--- src/rtl/ppi_pkg.sv ---
// Shared constants and types for the ppi_multiport parallel port block.
// Register map, CWR/STATUS bit positions and the per-port config record.
package ppi_pkg;
  localparam int MAX_PORTS = 6;

  localparam logic [2:0] ADDR_CWR    = 3'd6;
  localparam logic [2:0] ADDR_STATUS = 3'd7;

  localparam int CWR_DIR     = 0;
  localparam int CWR_MODE    = 1;
  localparam int CWR_IEN     = 2;
  localparam int CWR_IDX_LSB = 5;

  localparam int ST_OVR = 6;
  localparam int ST_IRQ = 7;

  typedef struct packed {
    logic ien;
    logic mode;  // 1 = strobed handshake
    logic dir;   // 1 = output
  } port_cfg_t;
endpackage

--- src/rtl/ppi_multiport_if.sv ---
// CPU-side bus of ppi_multiport: asynchronous active-low strobes, 3-bit address, 8-bit data.
interface ppi_multiport_if;
  logic       rdb;
  logic       wrb;
  logic [2:0] address;
  logic [7:0] data_in;
  logic [7:0] data_out;
  logic       data_oe;

  modport master (output rdb, wrb, address, data_in, input data_out, data_oe);
  modport slave  (input rdb, wrb, address, data_in, output data_out, data_oe);
endinterface

--- src/rtl/ppi_port_chan.sv ---
// One peripheral port: config, output register, strobed-input latch, IBF/OBF flag,
// sticky overrun and the stb/ack synchronisers.
module ppi_port_chan
  import ppi_pkg::*;
#(
  parameter int PORT_W = 8
) (
  input  logic              clk,
  input  logic              reset,
  input  logic              cfg_we,
  input  port_cfg_t         cfg_wd,
  input  logic              wr_ev,
  input  logic [PORT_W-1:0] wdata,
  input  logic              rd_end,
  input  logic              ovr_clr,
  input  logic [PORT_W-1:0] pin,
  input  logic              stb_n,
  input  logic              ack_n,
  output logic [PORT_W-1:0] rdata,
  output logic [PORT_W-1:0] pout,
  output logic              dir,
  output logic              mode,
  output logic              ien,
  output logic              flag,
  output logic              ovr
);
  logic [1:0] s_m, s_s, s_d, s_arm;  // bit0 stb_n, bit1 ack_n
  logic       stb_fall, ack_fall;
  logic [PORT_W-1:0] pin_q, latch, out_reg;

  // First stage is never reset so arming only happens once the pin is really seen high;
  // a strobe held low through reset therefore produces neither edge.
  always_ff @(posedge clk) s_m <= {ack_n, stb_n};

  always_ff @(posedge clk) begin
    if (reset) begin
      s_s   <= '1;
      s_d   <= '1;
      s_arm <= '0;
    end else begin
      s_s   <= s_m;
      s_d   <= s_s;
      s_arm <= s_arm | (s_m & s_s);
    end
  end

  assign stb_fall = s_arm[0] & s_d[0] & ~s_s[0] & mode & ~dir;
  assign ack_fall = s_arm[1] & s_d[1] & ~s_s[1] & mode & dir;

  always_ff @(posedge clk) begin
    if (reset) begin
      {ien, mode, dir, flag, ovr} <= '0;
      pin_q   <= '0;
      latch   <= '0;
      out_reg <= '0;
    end else begin
      pin_q <= pin;
      if (ovr_clr) ovr <= 1'b0;
      if (wr_ev) out_reg <= wdata;
      // Clears come first so a same-cycle set wins.
      if (mode && !dir) begin
        if (rd_end) flag <= 1'b0;
        if (stb_fall) begin
          if (!flag || rd_end) begin
            latch <= pin;
            flag  <= 1'b1;
          end else begin
            ovr <= 1'b1;
          end
        end
      end
      if (mode && dir) begin
        if (ack_fall) flag <= 1'b0;
        if (wr_ev) begin
          flag <= 1'b1;
          if (flag && !ack_fall) ovr <= 1'b1;
        end
      end
      if (cfg_we) begin
        ien  <= cfg_wd.ien;
        mode <= cfg_wd.mode;
        dir  <= cfg_wd.dir;
        if ({cfg_wd.mode, cfg_wd.dir} != {mode, dir}) begin
          latch <= '0;
          flag  <= 1'b0;
          ovr   <= 1'b0;
        end
      end
    end
  end

  assign rdata = dir ? out_reg : (mode ? latch : pin_q);
  assign pout  = out_reg;
endmodule

--- src/rtl/ppi_multiport.sv ---
// Multi-port PPI top: CPU strobe sync, address decode, read mux, CWR and STATUS.
// Build option PPI_IRQ_EN adds the registered irq output and STATUS[7].
module ppi_multiport
  import ppi_pkg::*;
#(
  parameter int NUM_PORTS = 3,
  parameter int PORT_W    = 8
) (
  input  logic                        clk,
  input  logic                        reset,
  ppi_multiport_if.slave              bus,
  input  logic [NUM_PORTS*PORT_W-1:0] port_in,
  output logic [NUM_PORTS*PORT_W-1:0] port_out,
  output logic [NUM_PORTS-1:0]        port_oe,
  input  logic [NUM_PORTS-1:0]        stb_n,
  input  logic [NUM_PORTS-1:0]        ack_n
`ifdef PPI_IRQ_EN
  ,
  output logic                        irq
`endif
);
  logic [1:0] c_m, c_s, c_d, c_arm;  // bit0 rdb, bit1 wrb
  logic       rd_fall, rd_rise, wr_fall, cwr_we, st_wr;
  logic [2:0] rd_addr, cwr_idx;
  logic [MAX_PORTS-1:0]      dir_v, mode_v, ien_v, flag_v, ovr_v;
  logic [MAX_PORTS-1:0][7:0] rdata_v;
  logic       irq_bit;
  logic [7:0] rd_mux;

  always_ff @(posedge clk) c_m <= {bus.wrb, bus.rdb};

  always_ff @(posedge clk) begin
    if (reset) begin
      c_s     <= '1;
      c_d     <= '1;
      c_arm   <= '0;
      rd_addr <= '0;
      cwr_idx <= '0;
    end else begin
      c_s   <= c_m;
      c_d   <= c_s;
      c_arm <= c_arm | (c_m & c_s);
      // Side effects act on the address seen when the read started.
      if (rd_fall) rd_addr <= bus.address;
      if (cwr_we)  cwr_idx <= bus.data_in[CWR_IDX_LSB +: 3];
    end
  end

  assign rd_fall = c_arm[0] & c_d[0] & ~c_s[0];
  assign rd_rise = c_arm[0] & ~c_d[0] & c_s[0];
  assign wr_fall = c_arm[1] & c_d[1] & ~c_s[1];
  assign cwr_we  = wr_fall && bus.address == ADDR_CWR &&
                   bus.data_in[CWR_IDX_LSB +: 3] < 3'(NUM_PORTS);
  assign st_wr   = wr_fall && bus.address == ADDR_STATUS;

  for (genvar gi = 0; gi < MAX_PORTS; gi++) begin : g_port
    if (gi < NUM_PORTS) begin : g_on
      logic [PORT_W-1:0] rd_w;
      ppi_port_chan #(.PORT_W(PORT_W)) u_chan (
        .clk     (clk),
        .reset   (reset),
        .cfg_we  (cwr_we && bus.data_in[CWR_IDX_LSB +: 3] == 3'(gi)),
        .cfg_wd  (port_cfg_t'(bus.data_in[CWR_IEN:CWR_DIR])),
        .wr_ev   (wr_fall && bus.address == 3'(gi)),
        .wdata   (bus.data_in[PORT_W-1:0]),
        .rd_end  (rd_rise && rd_addr == 3'(gi)),
        .ovr_clr (st_wr && bus.data_in[ST_OVR]),
        .pin     (port_in[gi*PORT_W +: PORT_W]),
        .stb_n   (stb_n[gi]),
        .ack_n   (ack_n[gi]),
        .rdata   (rd_w),
        .pout    (port_out[gi*PORT_W +: PORT_W]),
        .dir     (dir_v[gi]),
        .mode    (mode_v[gi]),
        .ien     (ien_v[gi]),
        .flag    (flag_v[gi]),
        .ovr     (ovr_v[gi])
      );
      assign rdata_v[gi] = 8'(rd_w);
      assign port_oe[gi] = dir_v[gi];
    end else begin : g_off
      assign rdata_v[gi] = '0;
      assign {dir_v[gi], mode_v[gi], ien_v[gi], flag_v[gi], ovr_v[gi]} = '0;
    end
  end

`ifdef PPI_IRQ_EN
  // Strobed input wants service when full, strobed output when empty.
  always_ff @(posedge clk) begin
    if (reset) irq_bit <= 1'b0;
    else       irq_bit <= |(ien_v & mode_v & (dir_v ^ flag_v));
  end
  assign irq = irq_bit;
`else
  assign irq_bit = 1'b0;
`endif

  always_comb begin
    rd_mux = '0;
    case (bus.address)
      ADDR_CWR:    rd_mux = {cwr_idx, 2'b00, ien_v[cwr_idx], mode_v[cwr_idx], dir_v[cwr_idx]};
      ADDR_STATUS: rd_mux = {irq_bit, |ovr_v, flag_v};
      default:     rd_mux = rdata_v[bus.address];
    endcase
  end

  assign bus.data_oe  = ~c_s[0];
  assign bus.data_out = bus.data_oe ? rd_mux : 8'h00;
endmodule

--- src/flat_wrapper.sv ---
// flat-port wrapper written by rule: the top's interface ports become plain ports
module ppi_multiport_flat import ppi_pkg::*;
#(
  parameter int NUM_PORTS = 3,
  parameter int PORT_W    = 8
)
  (clk, reset, port_in, port_out, port_oe, stb_n, ack_n, bus_rdb, bus_wrb, bus_address, bus_data_in, bus_data_out, bus_data_oe);
  ppi_multiport_if bus_i ();
  input  logic clk;
  input  logic reset;
  input  logic [NUM_PORTS*PORT_W-1:0] port_in;
  output logic [NUM_PORTS*PORT_W-1:0] port_out;
  output logic [NUM_PORTS-1:0] port_oe;
  input  logic [NUM_PORTS-1:0] stb_n;
  input  logic [NUM_PORTS-1:0] ack_n;
  input wire logic [$bits(bus_i.rdb)-1:0] bus_rdb;
  input wire logic [$bits(bus_i.wrb)-1:0] bus_wrb;
  input wire logic [$bits(bus_i.address)-1:0] bus_address;
  input wire logic [$bits(bus_i.data_in)-1:0] bus_data_in;
  output wire logic [$bits(bus_i.data_out)-1:0] bus_data_out;
  output wire logic [$bits(bus_i.data_oe)-1:0] bus_data_oe;
  assign bus_i.rdb = bus_rdb;
  assign bus_i.wrb = bus_wrb;
  assign bus_i.address = bus_address;
  assign bus_i.data_in = bus_data_in;
  assign bus_data_out = bus_i.data_out;
  assign bus_data_oe = bus_i.data_oe;
  ppi_multiport #(.NUM_PORTS(NUM_PORTS), .PORT_W(PORT_W)) u_core (.clk(clk), .reset(reset), .bus(bus_i), .port_in(port_in), .port_out(port_out), .port_oe(port_oe), .stb_n(stb_n), .ack_n(ack_n));
endmodule
--- config.mk ---
export PLATFORM = sky130hd
export DESIGN_NAME = ppi_multiport_flat
export DESIGN_NICKNAME = d
export VERILOG_FILES = /design/src/rtl/ppi_pkg.sv /design/src/rtl/ppi_multiport_if.sv /design/src/rtl/ppi_port_chan.sv /design/src/rtl/ppi_multiport.sv /design/src/flat_wrapper.sv
export SDC_FILE = /design/constraint.sdc
export NUM_CORES = 1
export LEC_CHECK = 0
export BUFFER_PORTS_ARGS = -buffer_cell sky130_fd_sc_hd__buf_2
export CAP_MARGIN = 20
export CORE_AREA = 2 2 108 110
export CTS_CLUSTER_SIZE = 14
export DETAILED_ROUTE_END_ITERATION = 6
export DIE_AREA = 0 0 110 112
export PLACE_DENSITY = 0.75
export SYNTH_ARGS = -nofsm -noshare
export SYNTH_HDL_FRONTEND = slang
export SYNTH_HIERARCHICAL = 1
export SYNTH_SLANG_ARGS = --single-unit
--- constraint.sdc ---
create_clock -name clk -period 2.09 [get_ports clk]
set_clock_uncertainty 0.2 [all_clocks]
set_input_delay 0.3135 -clock clk [delete_from_list [all_inputs] [get_ports clk]]
set_output_delay 0.3135 -clock clk [all_outputs]
set_load 0.01 [all_outputs]
==> reports/summary.txt, run 1 <==
Antenna Cells = 0
Setup Viol. Count Final = 8
CTS max path bufs = 2
DPL Wire Length = 10600 um
DRT iter0 DRCs = 348
Die Wd = 110 um
DRC = 0
Setup CP Type = reg2out
Pwr dens = 809 nW/um2
Num ports = 81
Syn. warnings = 6
Endpoint class of the critical path = output pin
First-pass iteration count of the detailed router = 6
Initial Utilization = 0.509
Clk slew on worst S/H paths = 0.06 ns
Layout area overhead = 31.3%
Post-synthesis register bit count = 125
Cells after Synth = 585
Relative slew slack = 0.701
Detail Route Antenna Nets = 0
Synth unique cells = 47
GRT Overall Usage = 0.270
Initial antenna violation count = 0
RSZ-0062 raised after global routing = yes
Fraction of layout instances using a drive strength above 1 = 0.303
Root Buffer = clkbuf_16
Gr ovfl total = 0
Final-report max-slew violation count = 0
Pin count of the biggest net entering global routing = 76
CORE AREA = 11200 um2
Leakage Power = 2.81 nW
GP Congestion = 0.883
R2R Path End = u_core/g_port[1].g_on.u_chan/dir$_SDFFE_PP0P_
EDFF count, synth = 0
Die footprint = 12300 um2
Setup TNS = -2.78 ns
Hold violation count in the final report = 0
Sequential area share after synthesis = 0.440
Vias = 5056
Max cap viols = 0
Vias in the first global route = 4991
Asr flop ratio synth = 0
Outcome = complete, but fails checks
Clock Latency Late Sink = 0.42 ns
Setup WS post-layout = -0.421 ns
Startpoint Class = flop
H-tree depth = 4
Top FF cell, synth = dfxtp_1
Buffers added on ports = 80
Fmax = 398 MHz
Worst EP required = 1.58 ns
RR Startpoint = u_core/c_s[1]$_SDFF_PP1_
Hold endpoint = u_core/g_port[2].g_on.u_chan/pout[3]$_SDFFE_PP0P_
Drt total wl = 16000 um
Mapped Nets = 630
Filler cell count = 853
Final nets = 758
Min-Delay Path Class = in2reg
Routed len/inst = 18.4 um
R2r setup slk = 0.03 ns
Cell area after layout = 7470 um2
Rows = 39
CTS tree = built
Worst-margin pin slew = 0.447 ns
Failing checks = negative setup slack
Final Cycle Share = 1.20
First-pass GRT wire length = 25300 um
Maximum vdd drop = 0.513 mV
Hold path depth = 3
Dpl cell area = 6340 um2
Worst Hold Launch = bus_data_in[3]
Via/cell ratio = 5.82
Total CTS buffers = 17
Synth Cell Area = 5690 um2
Avg Synthesized Cell Area = 9.72 um2
CP Data Arrival Time = 2.00 ns
Final Critical Period = 2.51 ns
Worst Path Max Fanout = 5
Worst r2r path cells = 7
Die Ht = 112 um
Sink Count = 125
[worst max-delay path by stage]
stage | slack [ns] | end | startpoint
global placement | -0.03 | bus_data_out[7] | u_core/g_port[2].g_on.u_chan/mode$_SDFFE_PP0P_
CTS | -0.40 | bus_data_out[7] | u_core/g_port[2].g_on.u_chan/mode$_SDFFE_PP0P_
floorplan | 0.02 | u_core/g_port[0].g_on.u_chan/flag$_SDFF_PP0_ | bus_address[1]
detailed placement | -0.13 | bus_data_out[7] | u_core/g_port[2].g_on.u_chan/mode$_SDFFE_PP0P_
finish | -0.42 | bus_data_out[4] | u_core/g_port[2].g_on.u_chan/mode$_SDFFE_PP0P_
global route | -0.48 | bus_data_out[0] | u_core/g_port[0].g_on.u_chan/mode$_SDFFE_PP0P_
[critical path: stages (launching register included)]
cell and delay (ns):
dfxtp_2 0.38, buf_4 0.15, mux2i_1 0.21, o21ai_1 0.10, mux2i_1 0.26, nor2_1 0.10, a21oi_2 0.15, nor3_2 0.07
buf_2 0.14
[metal layers]
| layer | track usage | up-vias | wire length (um) |
|---|---|---|---|
| met1 | 0.342 | 2420 | 6590 |
| met4 | 0.154 | 0 | 715 |
| met5 | 0 | - | 0 |
| li1 | - | 2357 | - |
| met3 | 0.0597 | 60 | 1060 |
| met2 | 0.419 | 219 | 7650 |
[Yosys cell counts, drive strengths merged, types with 5 or more instances]
master | instances | area (um2)
a211oi | 31 | 263
a21oi | 14 | 70.1
a32oi | 5 | 43.8
and2b | 7 | 52.6
and3 | 6 | 41.3
buf | 31 | 239
clkbuf | 17 | 72.6
dfxtp | 125 | 2500
inv | 6 | 22.5
mux2i | 70 | 701
nand2 | 31 | 116
nand2b | 10 | 62.6
nand3 | 5 | 25.0
nand3b | 5 | 37.5
nand4 | 24 | 150
nor2 | 50 | 188
nor2b | 29 | 181
nor3 | 7 | 35.0
o21ai | 30 | 150
o31ai | 25 | 188
or2 | 17 | 106
xnor2 | 6 | 75.1
[through the flow]
stage                     utilization  power, W  instances  hold slack, ns  setup WS [ns]
after CTS                       0.660   0.00607        866          0.0172         -0.401
final                           0.668   0.00604        869          0.0375         -0.421
after global placement          0.567   0.00284        801           0.216        -0.0256
after detailed placement        0.567   0.00285        801           0.217         -0.133
after floorplan                     -   0.00270        585           0.141         0.0175
after global routing            0.668   0.00620        869          0.0446         -0.485
[cell families after synthesis]
family | count (synthesis) | share of synthesized area
and+or+nand+nor | 210 | 0.209
DFF | 125 | 0.440
AOI/OAI and AO/OA | 119 | 0.154
muxes | 71 | 0.125
buffers and inverters | 54 | 0.0587
xor gates and xnor gates | 6 | 0.0132
[timing repair]
action | 4_1_cts | 5_1_grt
resized for setup | 31 | 15
buffers inserted | 0 | 3
endpoints found under the hold margin | 58 | 0
endpoints found under the setup margin | 12 | 30
pin swaps | 5 | 2
hold buffers | 33 | 0
[state kept, by name, indices dropped and copies added, names as in the netlist, 6 cells and up]
name	flops
u_core/g_port.g_on.u_chan/s_s	6
u_core/g_port.g_on.u_chan/s_d	6
u_core/g_port.g_on.u_chan/s_arm	6
u_core/g_port.g_on.u_chan/pout	24
u_core/g_port.g_on.u_chan/pin_q	24
u_core/g_port.g_on.u_chan/s_m	6
u_core/g_port.g_on.u_chan/latch	24
[final cells by class]
| cell class | instances | area (um2) | share of cell area |
|---|---|---|---|
| Multi-Input combinational cell | 406 | 2950 | 0.394 |
| Inverter | 6 | 22.5 | 0.00302 |
| Timing Repair Buffer | 157 | 1170 | 0.156 |
| Clock buffer | 19 | 453 | 0.0607 |
| Sequential cell | 125 | 2510 | 0.336 |
| Clock inverter | 13 | 189 | 0.0253 |
| Tap cell | 143 | 179 | 0.0240 |
[cell usage in the layout, fill, tap and decap left out, types with 3 or more instances in the layout]
master	instances
a21oi_2	6
buf_2	79
dlygate4sd3_1	33
xnor2_2	3
xnor2_1	3
o211ai_1	3
mux2i_1	70
nand4_1	24
a211oi_2	7
clkbuf_16	17
nor4_2	4
nand2b_1	9
nor3_1	5
buf_12	8
dfxtp_2	4
o21ai_0	11
nand3_1	5
and3_1	3
nand4b_1	4
and3_2	3
a32oi_1	5
nand3b_1	5
o21ai_1	19
clkinvlp_4	5
bufinv_16	4
and2b_1	5
nor2b_1	29
a21boi_4	3
inv_1	6
buf_4	36
a21oi_1	8
o31ai_1	23
nand2_1	30
a211oi_1	24
or2_2	17
nor2_1	50
and3b_1	3
dfxtp_1	120
[report_power, final]
group	total (W)	internal [W]	switching [W]
logic	0.000386	0.000182	0.000204
clock network	0.00317	0.00206	0.00111
registers	0.00248	0.00245	0.0000383
(Power assumes the default switching activity.)
==> run 2: changes to the inputs <==
--- a/config.mk
+++ b/config.mk
@@ -8,6 +8,7 @@
 export BUFFER_PORTS_ARGS = -buffer_cell sky130_fd_sc_hd__buf_2
 export CAP_MARGIN = 20
 export CORE_AREA = 2 2 108 110
+export CTS_CLUSTER_DIAMETER = 30
 export CTS_CLUSTER_SIZE = 14
 export DETAILED_ROUTE_END_ITERATION = 6
 export DIE_AREA = 0 0 110 112
==> constraint.sdc (replaced) <==
create_clock -name clk -period 2.09 [get_ports clk]
set_clock_uncertainty 0.2 [all_clocks]
set_input_delay 0.209 -clock clk [delete_from_list [all_inputs] [get_ports clk]]
set_output_delay 0.209 -clock clk [all_outputs]
set_load 0.01 [all_outputs]
==> reports/summary.txt, run 2 (synthesis results as in run 1) <==
Worst Setup SP = u_core/g_port[2].g_on.u_chan/mode$_SDFFE_PP0P_
Leakage Power = 2.81 nW
Worst EP required = 1.68 ns
Die Ht = 112 um
Crit-path slowest cell = dfxtp_2
Clk slew on worst S/H paths = 0.05 ns
Fraction of layout instances using a drive strength above 1 = 0.309
Post-placement cell count = 789
Setup Viol. Count Final = 11
Maximum vdd drop = 0.659 mV
Sink Count = 125
Layout area overhead = 32.3%
Layout Utilization = 0.673
Pin count of the biggest net entering global routing = 53
First-pass GRT wire length = 24300 um
Highest routed metal layer = met4
First-pass iteration count of the detailed router = 5
Cell area after layout = 7530 um2
Gr ovfl total = 0
Final Cycle Share = 1.12
Rows = 39
Max cap viols = 0
Critical-path cell list = buf_12 > mux2i_2 > o21ai_2 > mux2i_1 > o2bb2ai_1 > nand2b_1 > a21oi_2 > buf_2
Drt total wl = 16000 um
RSZ-0062 raised after global routing = yes
Commonest non-fill, non-tap cell in the layout = dfxtp_1
Min-Delay Path Class = in2reg
Min Hold Slack = 0.0509 ns
Initial Utilization = 0.509
Die footprint = 12300 um2
Final nets = 757
Metal2 WL = 8030 um
Outcome = complete, but fails checks
Fmax = 428 MHz
Total CTS buffers = 17
Relative slew slack = 0.612
Initial antenna violation count = 0
Metal3 WL = 909 um
DPL Wire Length = 10500 um
Num ports = 81
CP Capture Point = bus_data_out[0]
Failing checks = negative setup slack
CP Data Arrival Time = 1.93 ns
CTS tree = built
Hold violation count in the final report = 0
Antenna Cells = 0
Via/cell ratio = 5.71
Routed len/inst = 18.5 um
CTS max path bufs = 2
Root Buffer = clkbuf_16
RR Startpoint = u_core/c_s[1]$_SDFF_PP1_
Setup CP Type = reg2out
Pwr dens = 768 nW/um2
Detail Route Antenna Nets = 0
DRC = 0
GP Congestion = 0.882
Dpl cell area = 6230 um2
Worst r2r path cells = 6
Clock Latency Late Sink = 0.42 ns
GRT Overall Usage = 0.259
Final Critical Period = 2.34 ns
Wl on met1 = 6790 um
Worst-margin pin slew = 0.582 ns
Endpoint class of the critical path = output pin
Worst Path Max Fanout = 7
Die Wd = 110 um
Commonest cells after routing, fill and taps aside = dfxtp_1, buf_2, mux2i_1
Final-report max-slew violation count = 0
Vias = 4952
R2r setup slk = -0.01 ns
Buffers added on ports = 80
Slowest stage delay, CP = 0.34 ns
R2R Path End = u_core/g_port[0].g_on.u_chan/latch[2]$_SDFF_PP0_
Startpoint Class = flop
CORE AREA = 11200 um2
H-tree depth = 4
DRT iter0 DRCs = 289
Layout Cells excl Fill = 867
Setup WS post-layout = -0.247 ns
Vias in the first global route = 4721
==> run 2: changes by cell type in the layout (fill, tap and decap cells not counted), sizes merged <==
cell and delta:
buf -5, clkbuf +5, clkinvlp -5, dlygate4sd3 +3, clkinv +2, bufinv -1
inv -1
==> run 2: metal layers <==
layer	track usage	vias to the layer above
met1	0.337	2385
li1	-	2355
met3	0.0591	26
met4	0.0937	0
met5	0	-
met2	0.416	186
==> run 2: how the worst min path moves through the flow <==
stage	endpoint	cells after the start	start
final	u_core/g_port[1].g_on.u_chan/pout[1]$_SDFFE_PP0P_	3	bus_data_in[1]
after global routing	u_core/g_port[0].g_on.u_chan/pout[1]$_SDFFE_PP0P_	3	bus_data_in[1]
after CTS	u_core/g_port[1].g_on.u_chan/pout[1]$_SDFFE_PP0P_	3	bus_data_in[1]
after detailed placement	u_core/g_port[1].g_on.u_chan/s_m[0]$_DFF_P_	1	stb_n[1]
after global placement	u_core/g_port[1].g_on.u_chan/s_m[0]$_DFF_P_	1	stb_n[1]
after floorplan	u_core/c_m[0]$_DFF_P_	0	bus_rdb
==> run 2: timing repair <==
item / in CTS / in global routing
pin swaps: 4 / 10
hold endpoints to repair: 67 / 0
setup buffers: 4 / 6
hold buffers: 36 / 0
setup endpoints to repair: 20 / 41
gates resized for setup: 26 / 37
cloned: 0 / 1
==> run 2: stage by stage <==
step	power (W)	worst slack, ns	TNS, ns
CTS	0.00580	-0.253	-1.86
global placement	0.00283	0.0194	0
finish	0.00578	-0.247	-1.70
floorplan	0.00270	0.00852	0
global route	0.00596	-0.381	-3.18
detailed placement	0.00284	0.00301	0
==> run 2: critical path: cells and delay by family, from the launching register on <==
| family | cells | cell delay, ns |
|---|---|---|
| multiplexers | 2 | 0.28 |
| AO/OA/AOI/OAI | 3 | 0.51 |
| AND/OR/NAND/NOR | 1 | 0.09 |
| buffers and inverters | 2 | 0.31 |
| flip-flops | 1 | 0.34 |
==> run 2: layout make-up <==
cell class | count | area (um2)
Clock buffer | 23 | 468
Tap cell | 143 | 179
Sequential cell | 125 | 2510
Timing Repair Buffer | 156 | 1200
Multi-Input combinational cell | 406 | 3040
Inverter | 6 | 22.5
Fill cell | 834 | 3650
Clock inverter | 8 | 115
==> run 2: where the power goes <==
part / switching [W] / internal [W]
clock: 0.000996 / 0.00192
combinational: 0.000201 / 0.000178
sequential: 0.0000368 / 0.00245
total: 0.00123 / 0.00455
